File: src/rtl/sdram_arbiter.sv
`default_nettype none
// ============================================================================
//  Module   : sdram_arbiter
//  Purpose  : N-channel request arbiter in front of the sdramburst controller.
//             Holds one grant for a whole burst, muxes the winner's request
//             fields onto the controller port and steers the data strobe back
//             to the winner only. Optional strict-priority channel, then
//             round-robin or fixed-priority among the remaining channels.
//  Revision : 1.0  initial release
// ============================================================================
module sdram_arbiter #(
  parameter int                NUM_CH  = 4,
  parameter int                ADDR_W  = 32,
  parameter int                DATA_W  = 16,
  parameter int                BLEN_W  = 2,
  parameter int                PRIO_EN = 1,
  parameter int                PRIO_CH = 0,
  parameter int                RR_MODE = 1,
  parameter logic [NUM_CH-1:0] RO_MASK = '0
) (
  input  logic                     clk,
  input  logic                     reset,
  input  logic [NUM_CH-1:0]        ch_rw_req,
  input  logic [NUM_CH-1:0]        ch_rw,
  input  logic [NUM_CH*ADDR_W-1:0] ch_address,
  input  logic [NUM_CH*DATA_W-1:0] ch_write_data,
  input  logic [NUM_CH*BLEN_W-1:0] ch_burst_len,
  output logic [DATA_W-1:0]        ch_read_data,
  output logic [NUM_CH-1:0]        ch_bursting,
  output logic [NUM_CH-1:0]        grant,
  output logic                     sd_rw_req,
  output logic                     sd_rw,
  output logic [ADDR_W-1:0]        sd_address,
  output logic [DATA_W-1:0]        sd_write_data,
  output logic [BLEN_W-1:0]        sd_burst_len,
  input  logic [DATA_W-1:0]        sd_read_data,
  input  logic                     sd_bursting
);

  localparam int PTR_W = (NUM_CH > 1) ? $clog2(NUM_CH) : 1;

  typedef enum logic [1:0] {
    S_IDLE  = 2'd0,
    S_REQ   = 2'd1,
    S_BURST = 2'd2
  } state_t;

  state_t             state_q, state_d;
  logic [NUM_CH-1:0]  grant_q, grant_d;
  logic               sd_rw_req_q, sd_rw_req_d;
  logic [PTR_W-1:0]   rr_ptr_q, rr_ptr_d;

  logic               win_valid;
  logic               win_prio;
  logic [PTR_W-1:0]   win_idx;
  logic [PTR_W-1:0]   cand;
  int                 rr_sum;
  logic [NUM_CH-1:0]  win_onehot;
  logic               req_g;

  // Request level of the currently granted channel (0 when nothing granted).
  assign req_g = |(ch_rw_req & grant_q);

  // Winner selection: strict priority channel first, then round-robin or lowest index.
  always_comb begin
    win_valid = 1'b0;
    win_prio  = 1'b0;
    win_idx   = '0;
    cand      = '0;
    rr_sum    = 0;
    if ((PRIO_EN != 0) && ch_rw_req[PRIO_CH]) begin
      win_valid = 1'b1;
      win_prio  = 1'b1;
      win_idx   = PTR_W'(PRIO_CH);
    end else if (RR_MODE != 0) begin
      // Search upward from the channel after the last non-priority winner, wrapping.
      for (int k = 1; k <= NUM_CH; k++) begin
        rr_sum = int'(rr_ptr_q) + k;
        cand   = PTR_W'(rr_sum % NUM_CH);
        if (!win_valid && ch_rw_req[cand] &&
            !((PRIO_EN != 0) && (cand == PTR_W'(PRIO_CH)))) begin
          win_valid = 1'b1;
          win_idx   = cand;
        end
      end
    end else begin
      // Descending scan so the lowest requesting index is the last one written.
      for (int i = NUM_CH - 1; i >= 0; i--) begin
        if (ch_rw_req[i]) begin
          win_valid = 1'b1;
          win_idx   = PTR_W'(i);
        end
      end
    end
    win_onehot = {{(NUM_CH-1){1'b0}}, 1'b1} << win_idx;
  end

  // State, grant, request and round-robin pointer registers.
  always_ff @(posedge clk) begin
    if (reset) begin
      state_q     <= S_IDLE;
      grant_q     <= '0;
      sd_rw_req_q <= 1'b0;
      rr_ptr_q    <= PTR_W'(NUM_CH - 1);
    end else begin
      state_q     <= state_d;
      grant_q     <= grant_d;
      sd_rw_req_q <= sd_rw_req_d;
      rr_ptr_q    <= rr_ptr_d;
    end
  end

  // Next-state logic: grant is only ever loaded in IDLE and held through REQ/BURST.
  always_comb begin
    state_d     = state_q;
    grant_d     = grant_q;
    sd_rw_req_d = sd_rw_req_q;
    rr_ptr_d    = rr_ptr_q;
    case (state_q)
      S_IDLE: begin
        grant_d     = '0;
        sd_rw_req_d = 1'b0;
        if (win_valid) begin
          grant_d     = win_onehot;
          sd_rw_req_d = 1'b1;
          state_d     = S_REQ;
          if (!win_prio) begin
            rr_ptr_d = win_idx;
          end
        end
      end
      S_REQ: begin
        sd_rw_req_d = req_g;
        if (sd_bursting) begin
          state_d = S_BURST;
        end else if (!req_g) begin
          // Requester withdrew before the controller started the burst.
          state_d     = S_IDLE;
          grant_d     = '0;
          sd_rw_req_d = 1'b0;
        end
      end
      S_BURST: begin
        sd_rw_req_d = req_g;
        if (!sd_bursting) begin
          state_d     = S_IDLE;
          grant_d     = '0;
          sd_rw_req_d = 1'b0;
        end
      end
      default: begin
        state_d     = S_IDLE;
        grant_d     = '0;
        sd_rw_req_d = 1'b0;
      end
    endcase
  end

  // AND-OR mux of the granted channel's fields; all zero when grant is zero.
  always_comb begin
    sd_address    = '0;
    sd_write_data = '0;
    sd_burst_len  = '0;
    for (int i = 0; i < NUM_CH; i++) begin
      if (grant_q[i]) begin
        sd_address    = sd_address    | ch_address[i*ADDR_W +: ADDR_W];
        sd_write_data = sd_write_data | ch_write_data[i*DATA_W +: DATA_W];
        sd_burst_len  = sd_burst_len  | ch_burst_len[i*BLEN_W +: BLEN_W];
      end
    end
  end

  assign sd_rw        = |(grant_q & ch_rw & ~RO_MASK);
  assign sd_rw_req    = sd_rw_req_q;
  assign grant        = grant_q;
  assign ch_bursting  = {NUM_CH{sd_bursting}} & grant_q;
  assign ch_read_data = sd_read_data;

endmodule
`default_nettype wire

File: config.mk
export PLATFORM = sky130hd
export DESIGN_NAME = sdram_arbiter
export DESIGN_NICKNAME = d
export VERILOG_FILES = /design/src/rtl/sdram_arbiter.sv
export SDC_FILE = /design/constraint.sdc
export NUM_CORES = 1
export LEC_CHECK = 0
export ABC_AREA = 1
export ABC_CLOCK_PERIOD_IN_PS = 6200
export BUFFER_PORTS_ARGS = -buffer_cell sky130_fd_sc_hd__buf_2
export CORE_AREA = 2 2 117 119
export DETAILED_ROUTE_END_ITERATION = 8
export DIE_AREA = 0 0 119 121
export GPL_TIMING_DRIVEN = 0
export PLACE_DENSITY_LB_ADDON = 0.2
export SLEW_MARGIN = 15
export SYNTH_ARGS = -nofsm -noshare
export SYNTH_HDL_FRONTEND = slang
export SYNTH_SLANG_ARGS = --single-unit
File: constraint.sdc
create_clock -name clk -period 6.2 [get_ports clk]
set_clock_uncertainty 0.1 [all_clocks]
set_input_delay 0.62 -clock clk [delete_from_list [all_inputs] [get_ports clk]]
set_output_delay 0.62 -clock clk [all_outputs]
set_load 0.1 [all_outputs]
---- After elaboration in Yosys (flattened, before gate mapping) ----
Cells that the tools add are included.
storage, ports and cells
  flip-flop bits (word level) ............. 9
  bits in latches ......................... 0
  RAM bits ................................ 0
  ROM bits ................................ 0
  input port bits ......................... 227
  output and inout port bits .............. 76
  logic and storage cells ................. 106
  memories ................................ 0
operators by class
  add/sub/neg operators ................... 4
  multiply operators ...................... 0
  div/mod/pow operators ................... 0
  order comparisons ....................... 4
  equality and inequality tests ........... 7
  shifts and indexed selects .............. 1
  mux-type cells .......................... 49
  bitwise operators ....................... 13
  reductions and logical operators ........ 24
operators with widths
  cell                                                                   count
  32-bit 2-to-1 mux                                                      4
  32-bit bitwise OR                                                      3
  16-bit 2-to-1 mux                                                      4
  16-bit bitwise OR                                                      3
  2-bit 2-to-1 mux                                                       13
  1-bit 2-to-1 mux                                                       17
  4-bit 2-to-1 mux                                                       4
  4-bit AND                                                              3
  2-bit by 3-bit < comparator with 1-bit output (second input constant)  4
  4-bit one-hot mux with 3 select lines                                  1
  2-bit logical NOT                                                      5
  3-bit AND reduction                                                    3
  1-bit binary-select mux with 2-bit select                              4
  2-bit inequality test (second input constant)                          4
  4-bit OR reduction                                                     2
  1-bit logical AND                                                      7
  1-bit logical NOT                                                      7
  2-bit bitwise OR                                                       3
  2-bit one-hot mux with 3 select lines                                  1
  2-bit by 1-bit adder with 2-bit output (second input constant)         2
  2-bit adder (second input constant)                                    2
  1-bit by 2-bit left shift with 4-bit output (first input constant)     1
  3-bit inequality test (second input constant)                          1
  1-bit one-hot mux with 3 select lines                                  1
  3 further kinds                                                        3

---- Logic depth before layout (Yosys ltp) ----
  depth after elaboration ................. 24
  depth in mapped cells ................... 13
  mapped depth without buffers ............ 13

---- Worst setup path before layout ----
Ideal clock, no wire load.
  kind .................................... flip-flop to output port
  from .................................... reg grant_q[2], in the netlist grant[2]
  to ...................................... out sd_address[0]
  arrival ................................. 2.382 ns
  required time ........................... 5.480 ns
  path slack .............................. 3.098 ns
  stages on the path, launching flop included .. 5
  buffers on the path ..................... 2
  path through ............................ dfxtp_1 > clkbuf_1 > clkbuf_1 > nand2_1 > nand4_1
on the way
  cells in the longest elaborated chain, start to end .. 3
ends and longest elaborated chain
  item                    line  text
  from (decl)             49    logic [NUM_CH-1:0] grant_q, grant_d;
  from (signal assigned)  107   grant_q <= grant_d;
  32-bit 2-to-1 mux *     165   if (grant_q[i]) begin
  32-bit bitwise OR       166   sd_address = sd_address | ch_address[i*ADDR_W +: ADDR_W];
  32-bit 2-to-1 mux *     165
  to (decl)               33    output logic [ADDR_W-1:0] sd_address,
Mark *: on every way between the ends. The rest lies on a longest branch, timed or not.

---- Worst setup path after layout ----
  from .................................... reg grant_q[3], in the netlist grant[3]
  to ...................................... out sd_address[27]
on the way
  cells in the longest elaborated chain, start to end .. 1
ends and longest elaborated chain
  item               line
  32-bit 2-to-1 mux  165
Every way passes these cells.

==> results.md <==
* Port bufs at 285
* Multi-input logic area at around 1600 um2
* Area of the die at ~14,000 um2
* Finished Cell Area at 3820 um2
* Hold_buf cts at 0
* Die Ht at ~120 um
* Final setup violation count at 0
* Synth top cells by count: 231 x nand2_1, 53 x nand4_1, 25 x clkbuf_1
* Post-CTS Setup Bufs at 0
* Worst Setup Start Kind: flip-flop
* DP Cell Count at 880
* Worst R2R Path Depth at 10
* Longest Clk Path Bufs at 2
* GP Congestion at 0.842
* CTS H-tree depth at 1
* Post-route insts no fill at 884
* Total track usage at 0.156
* Final Cycle Share at 0.471
* Synth Instances at 419
* Top cell type's share of synthesized area at 0.414
* Crit path largest cell delay at 0.46 ns
* Hold WC Path Type: flip-flop to flip-flop
* CP Capture Type: primary output
* Skew-Pair Late Insertion Delay at about 0.24 ns
* Max-cap violation count at 0
* I/O pin cnt at 303
* Count leader, synth: nand2_1
* Fillers at around 1.6k
* Antenna viol nets, final at 0
* Clock transition at path regs at 0.04 ns
* FFs w/ async S/R, synth at 0
* Critical path arrival at 2.20 ns
* Status: finished clean
* Ys flop type: dfxtp_1
* Crit path kind: flip-flop to primary output
* CTS tree: built
* Slew HR at 0.625
* CP max-delay cell: clkbuf_1
* Largest delay contributor family on the critical path: buffers and inverters
* Setup TNS at 0 ns
* Initial Util at 0.160
* Largest net degree at the start of global routing at 11
* Area of the mapped netlist at 2090 um2
* Sinks on Clock Net at 9
* Root buffer cell: clkbuf_16
* RSZ-0062 raised after global routing: no
* Yosys cell types at 22
* Syn nets at between 600 and 700
* Power Dens Cells at 425 nW/um2
* Count of final hold-check violations at 0
* WHS Path Cells at 3
* CTS buffer count at 3
* Area Growth Syn to Fin at 82.4%
* GRT Residual Overflow at 0
* CP Max Fanout at 10
* Pre-antenna DRT Iters at 4
* Register area share after synthesis at 0.0860
* Placed Area at 3740 um2
* Min cycle time layout at 2.92 ns
* WP buf/inv at 3
* Post-synthesis register bit count at 9
* Dpl hpwl at ~10,000 um
* Drc violations at 0
* Number of DRC markers in iteration 0 at 125
* Reg area at ~180 um2
* Post-Route WL at 12,000 um
* Die W at 119 um
* Ratio of cells with drive above 1 in the final layout at 0.465
* Max Transition Viols Final at 0
* Net total in the final layout at 940
* Max Clk Rate at 342 MHz
* Diode count at 0
* Post-synth EDFFs at 0
* Synth warnings at 0
* Vias/cell at roughly 4.1
* Vias in the first global route at roughly 3.5k
* Least-Margin Pin Slew at 0.562 ns
* Cell mode on critical path: clkbuf_1
* WP depth at 5
* Initial antenna violation count at 0
* Post-DR wirelength/cell at between 10 and 15 um
* Via Count at 3,614
* Core Rows at 42
* First-pass GRT wire length at roughly 18,000 um
* Crit-path cells: clkbuf_1, clkbuf_1, nand2_1, nand4_1, buf_2
* Max VDD drop at 0.000149 V
* Core footprint at about 13,000 um2
* Dominant cells by area after synthesis: nand2_1 41%, nand4_1 16%, dfxtp_1 8.6%
* Critical Path RT at 5.48 ns
* Pleak at between 2 and 2.5 nW
* Avg Inst Size Synth at between 4 and 5 um2
* Biggest area consumer among synthesized cells: nand2_1
* Post-cts resize count at 0
==> cells in the final DEF, fill, tap and decap left out <==
cell type | synthesis | routed
a22o_1 | 1 | 1
clkbuf_16 | 0 | 3
nand3_4 | 1 | 1
inv_2 | 4 | 4
clkinv_2 | 0 | 1
buf_2 | 0 | 285
nand3b_1 | 1 | 1
ha_1 | 4 | 4
a221oi_1 | 1 | 1
nor2_2 | 2 | 2
dfxtp_1 | 9 | 9
buf_4 | 16 | 16
nor3_2 | 1 | 1
o21ai_1 | 2 | 2
nand2_2 | 6 | 6
nand3_2 | 8 | 8
inv_1 | 19 | 19
o21ai_0 | 3 | 3
nand2_1 | 231 | 231
nand4_1 | 53 | 53
nor2_4 | 2 | 2
nor2_1 | 12 | 12
a21oi_1 | 9 | 9
nand3_1 | 9 | 9
clkbuf_1 | 25 | 25
==> cell type report <==
type	count	area share
multi-input cells	346	0.422
repair buffers	285	0.373
well taps	176	0.0576
plain buffers	41	0.0560
flip-flops and latches	9	0.0472
inverters	23	0.0226
clock buffers	3	0.0196
clock inverters	1	0.00131
==> routing by layer <==
metal | GRT usage | vias up | routed length (um)
li1 | - | 1926 | -
met1 | 0.203 | 1535 | 5070
met2 | 0.281 | 141 | 6180
met3 | 0.0240 | 12 | 597
met4 | 0.0171 | 0 | 125
met5 | 0 | - | 0
==> power breakdown <==
group / total [W] / leakage, nW / switching (W) / internal, W
logic: 0.00142 / 2.04 / 0.00117 / 0.000254
registers: 0.0000840 / 0.0741 / 0.0000136 / 0.0000704
clock network: 0.000115 / 0.0409 / 0.0000297 / 0.0000851
==> sequential cells by signal, summed over array words and instances, names as in the netlist <==
name / flops
grant: 4
rr_ptr_q: 2
state_q: 2
sd_rw_req: 1
==> path summary, 6_finish.rpt <==
path                                 start                 endpoint  slack [ns]
hold reg to reg    state_q[0]$_SDFFE_PP0P_    grant[0]$_SDFFE_PP0P_        0.48
setup reg to reg  rr_ptr_q[0]$_SDFFE_PP1P_  state_q[0]$_SDFFE_PP0P_        3.92
hold / removal     state_q[0]$_SDFFE_PP0P_    grant[0]$_SDFFE_PP0P_        0.48
setup / recovery     grant[3]$_SDFFE_PP0P_           sd_address[27]        3.28
==> worst min-delay path, stage by stage, from the launching register on <==
cell and delay [ns]:
dfxtp_1 0.32, nor2_1 0.09, nand2_1 0.07, a21oi_1 0.06
==> kinds of logic (layout without fill, tap and decap cells) <==
logic type,after synthesis,in the layout,synth area share
compound gates,16,16,0.0418
fa+ha+maj,4,4,0.0239
buf+inv,64,353,0.143
flops,9,9,0.0860
simple gates,326,326,0.705
==> stage by stage <==
stage                     hold slack, ns  power (W)   util  worst slack [ns]
after floorplan                    0.431    0.00124      -              3.10
after global placement             0.487    0.00152  0.286              3.45
after detailed placement           0.480    0.00152  0.286              3.45
after CTS                          0.486    0.00163  0.292              3.19
after global routing               0.526    0.00171  0.292              3.06
final                              0.485    0.00162  0.292              3.28
Power figures use the tool's default switching activity.
